$ cat src/rtl/logic_reduce_pipe.sv
// Pipelined N_IN-operand bit-wise gate reduction with a valid/ready handshake and 2 register stages.
// Optional out_par output (XOR of out_data) when LOGIC_REDUCE_PARITY_EN is defined.

module logic_reduce_lane #(
    parameter int N_IN = 3
) (
    input  logic [N_IN-1:0] bits,
    input  logic [2:0]      op,
    output logic            y
);
    always_comb begin
        y = 1'b0;
        case (op)
            3'b000:  y = &bits;
            3'b001:  y = |bits;
            3'b010:  y = ^bits;
            3'b011:  y = ~&bits;
            3'b100:  y = ~|bits;
            3'b101:  y = ~^bits;
            default: y = 1'b0;
        endcase
    end
endmodule

module logic_reduce_pipe #(
    parameter int N_IN  = 3,
    parameter int WIDTH = 1
) (
    input  logic                  clk,
    input  logic                  rst,
    input  logic                  in_valid,
    output logic                  in_ready,
    input  logic [N_IN*WIDTH-1:0] in_data,
    input  logic [2:0]            in_op,
    output logic                  out_valid,
    input  logic                  out_ready,
    output logic [WIDTH-1:0]      out_data,
    output logic                  out_err
`ifdef LOGIC_REDUCE_PARITY_EN
    ,
    output logic                  out_par
`endif
);
    // vld_pipe[0] is the S1 valid, vld_pipe[STAGES] is the output valid.
    localparam int STAGES = 1;

    logic [STAGES:0]              vld_pipe;
    logic                         adv;
    logic [N_IN*WIDTH-1:0]        s1_data;
    logic [2:0]                   s1_op;
    logic [WIDTH-1:0][N_IN-1:0]   lane_bits;
    logic [WIDTH-1:0]             lane_y;

    assign adv       = ~vld_pipe[STAGES] | out_ready;
    assign in_ready  = adv;
    assign out_valid = vld_pipe[STAGES];

    always_ff @(posedge clk) begin
        if (rst)
            vld_pipe <= '0;
        else if (adv)
            vld_pipe <= {vld_pipe[STAGES-1:0], in_valid};
    end

    // Operands and op are captured only on a real transfer, so stalled changes are ignored.
    always_ff @(posedge clk) begin
        if (rst) begin
            s1_data <= '0;
            s1_op   <= '0;
        end else if (adv && in_valid) begin
            s1_data <= in_data;
            s1_op   <= in_op;
        end
    end

    for (genvar i = 0; i < WIDTH; i++) begin : g_lane
        for (genvar k = 0; k < N_IN; k++) begin : g_opnd
            assign lane_bits[i][k] = s1_data[k*WIDTH + i];
        end
        logic_reduce_lane #(.N_IN(N_IN)) u_lane (
            .bits (lane_bits[i]),
            .op   (s1_op),
            .y    (lane_y[i])
        );
    end

    // Result registers only load real results so out_data stays put across bubbles and stalls.
    always_ff @(posedge clk) begin
        if (rst) begin
            out_data <= '0;
            out_err  <= 1'b0;
        end else if (adv && vld_pipe[0]) begin
            out_data <= lane_y;
            out_err  <= s1_op[2] & s1_op[1];
        end
    end

`ifdef LOGIC_REDUCE_PARITY_EN
    always_ff @(posedge clk) begin
        if (rst)
            out_par <= 1'b0;
        else if (adv && vld_pipe[0])
            out_par <= ^lane_y;
    end
`endif

endmodule

$ cat config.mk
export PLATFORM = sky130hd
export DESIGN_NAME = logic_reduce_pipe
export DESIGN_NICKNAME = d
export VERILOG_FILES = /design/src/rtl/logic_reduce_pipe.sv
export SDC_FILE = /design/constraint.sdc
export NUM_CORES = 1
export LEC_CHECK = 0
export ABC_AREA = 0
export CAP_MARGIN = 20
export CORE_AREA = 3 3 40 42
export CTS_CLUSTER_DIAMETER = 80
export DETAILED_ROUTE_END_ITERATION = 10
export DIE_AREA = 0 0 43 45
export PLACE_DENSITY = 0.74
export SLEW_MARGIN = 10
export SYNTH_ARGS = -nofsm -noshare
export SYNTH_HDL_FRONTEND = slang
export SYNTH_SLANG_ARGS = --single-unit
$ cat constraint.sdc
create_clock -name clk -period 1.5 [get_ports clk]
set_input_delay 0.15 -clock clk [delete_from_list [all_inputs] [get_ports clk]]
set_output_delay 0.15 -clock clk [all_outputs]
set_load 0.005 [all_outputs]
==> metrics.cfg, run 1 <==
[route]
wirelength_mm = 1.052
drc = 0
via_count = 472
wl_per_cell_um = 11.56
avgViaCountPerCell = 5.187
drtAntennaViolNets = 0
drtIter0Drc = 5
firstDrtPassIters = 4

[synthesis]
yosys.cell_types.count = 21
synth_area_um2 = 470.5
synthCells = 58
yosysWarnings = 0
synth_edf_count = 0
synthArstFlopShare = 0
synth_seq_cells = 10
avgSynthCellArea_um2 = 8.111
ys_seq_area_frac = 0.4255
syn_nets = 70
synthFlopType = dfxtp_1

[clock_network]
cts_hold_buf = 0
cts_htree_levels = 1
clk_path_buf_depth = 2
cts_root_buf = clkbuf_4
cts.sinks = 10
clk-insertion-delay-late_ns = 0.27
path_clk_slew_ns = 0.07
cts_tree = yes
post_cts_buffers = 0
numCtsBuffers = 3

[critical_path]
crit_family = buffers and inverters
crit_path_max_incr_delay_ns = 0.50
slowest_stage = clkdlybuf4s50_1
cp-end-kind = output port
arrival_ns = 1.22
endpoint = in_ready
r2r-start = lane_bits[0]
path_cells = clkdlybuf4s50_1 -> nand2b_1 -> clkdlybuf4s50_1
cp.required_ns = 1.35
crit_path_start_kind = input port
critPathBufInv = 2
worstSetupStartpoint = out_ready
cp_max_fo = 2
r2r_slack_ns = 0.17
r2r_cells = 6
crit_path_frequent_cell = clkdlybuf4s50_1
crit_type = in2out
path_depth = 3
r2r-end = out_data

[floorplanning]
io_pins = 14
die_x_um = 43
fp-row-count = 13
die_area_mm2 = 0.001935
initial_core_util = 0.3661
die_height_um = 45
core_mm2 = 0.001285

[power_and_ir_drop]
p_int_uw = 481.2
leakagePower_uw = 0.0002556
irDropWorstVdd_v = 0.0004731
comb_power_share = 0.144
p_switching_uw = 155.3
power_density_mw_per_mm2 = 947.4
seqPwrFrac = 0.462
swShare = 0.2440
power_frac_clock = 0.393

[min_path]
hold_path_class = in2reg

[timing]
rsz0062_at_grt = false
max_freq_ghz = 0.7302
relSlewSlack = 0.8480
maxSlewViolCount = 0
fin_tns_setup_ns = 0
setup_viol = 0
period_needed_ns = 1.369
hold_viol = 0
worst_slew_pin_slew_ns = 0.2264
finalCritPeriodShare = 0.9130
worst_clock_skew_ns = 0.003261
hold_slack_ns = 0.4353

[grt]
grt_pass1_vias = 412
grt_max_degree = 13
grt_overflow = 0
grt_use_total = 0.1210
antenna_found_initial = 0
grt_pass1_wl_mm = 1.683

[flow_run]
cap_violations = 0

[cells_and_area]
drive_gt1_frac = 0.1447
finalNetCount = 89
areaGrowthSynthToFinish_pct = 42.82
finalNonFillerCells = 91
antenna_cells = 0
fill_cells = 128

[placement]
dp_hpwl_um = 813.4
dp_cells = 87
gp_congestion = 0.7196
io_buffers = 13

[status]
status = finished clean

[flip-flops by register name (all words and copies together) (netlist names)]
name and count:
lane_bits 3, out_err 1, vld_pipe 2, out_data 1
s1_op 3
[worst reg2reg max path: stages, from the launching register on]
cell and delay [ns]:
dfxtp_2 0.34, inv_1 0.04, ha_1 0.30, xnor2_1 0.15, nor4b_2 0.21, a31oi_1 0.06, a31oi_1 0.16
[logic make-up after synthesis]
logic type,count (synthesis),share of synthesized area
xor+xnor,1,0.01862
buf+inv,5,0.04253
simple gates,25,0.2819
fa+ha+maj,2,0.05318
flops,10,0.4255
compound gates,15,0.1782
[Yosys cell counts (2+ instances only)]
library cell,n,area share
a21oi_1,10,0.11
dfxtp_1,10,0.43
nand2_1,9,0.072
nand3_1,7,0.074
inv_1,3,0.024
a31oi_1,2,0.027
ha_1,2,0.053
nand2b_1,2,0.027
[final cells by class]
type                    instances  area [um2]  area share
clock buffers                   4       36.28     0.05400
inverters                       3       11.26     0.01676
multi-input cells              43       250.2      0.3724
flip-flops and latches         10       202.7      0.3017
well taps                      15       18.77     0.02793
repair buffers                 16       152.6      0.2272
[placed cells by master, fill, tap and decap left out]
cell type	synthesis	layout
nor2b_1	1	1
a32oi_1	1	1
or2_2	1	1
nor2_1	1	1
nand4_1	1	1
clkbuf_4	0	3
xnor2_1	1	1
dfxtp_1	10	8
o21ai_0	1	1
a31oi_1	2	2
clkdlybuf4s50_1	0	13
clkbuf_8	0	1
nor4b_2	1	1
a21oi_1	10	10
inv_1	3	3
buf_4	0	3
dfxtp_2	0	2
or3_1	1	1
nand3b_1	1	1
nand2b_1	2	2
a21o_1	1	1
nand3_1	7	7
ha_1	2	2
nand2_1	9	9
[per-layer routing]
| layer | vias up | share of wire | global-route usage |
|---|---|---|---|
| met5 | - | 0 | 0 |
| met4 | 0 | 0.042 | 0.1084 |
| met3 | 4 | 0.029 | 0.01195 |
| met2 | 12 | 0.47 | 0.1886 |
| met1 | 216 | 0.46 | 0.1481 |
| li1 | 240 | - | - |
[worst min path at each step]
stage,start,to,cells past startpoint
finish,in_data[0],lane_bits[0],3
global route,in_op[1],s1_op[1],3
CTS,in_data[0],lane_bits[0],3
detailed placement,out_err,out_err,2
global placement,out_err,out_err,2
floorplan,in_data[0],lane_bits[0],2
[power groups by stage]
stage                     combinational (uW)  sequential, uW  clock (uW)
after floorplan                         47.7             296           0
after global placement                  89.6             299           0
after detailed placement                93.1             300           0
after CTS                               93.1             293         253
after global routing                     103             296         261
final                                   91.9             294         250
[metrics by stage]
stage / utilization / setup WS, ns / cell area [um2] / power, uW
5_1_grt: 0.5229 / 0.001360 / 671.9 / 659.9
4_1_cts: 0.5209 / 0.1030 / 669.4 / 639.3
2_1_floorplan: - / 0.1888 / 470.5 / 343.8
3_5_place_dp: 0.4927 / 0.1077 / 633.1 / 392.8
3_3_place_gp: 0.4927 / 0.1487 / 633.1 / 388.5
6_report: 0.5229 / 0.1305 / 671.9 / 636.6
[what timing repair did]
action / in CTS / in global routing
endpoints found under the hold margin: 0 / 0
endpoints found under the setup margin: 0 / 1
resized for setup: 0 / 2
Note: power is estimated with default switching activity, not from simulation.
==> run 2, diff against run 1 <==
Settings changed: CAP_MARGIN 20 to not set.
==> results of run 2 <==
Final layout, timing and power as in run 1 (identical DEF).
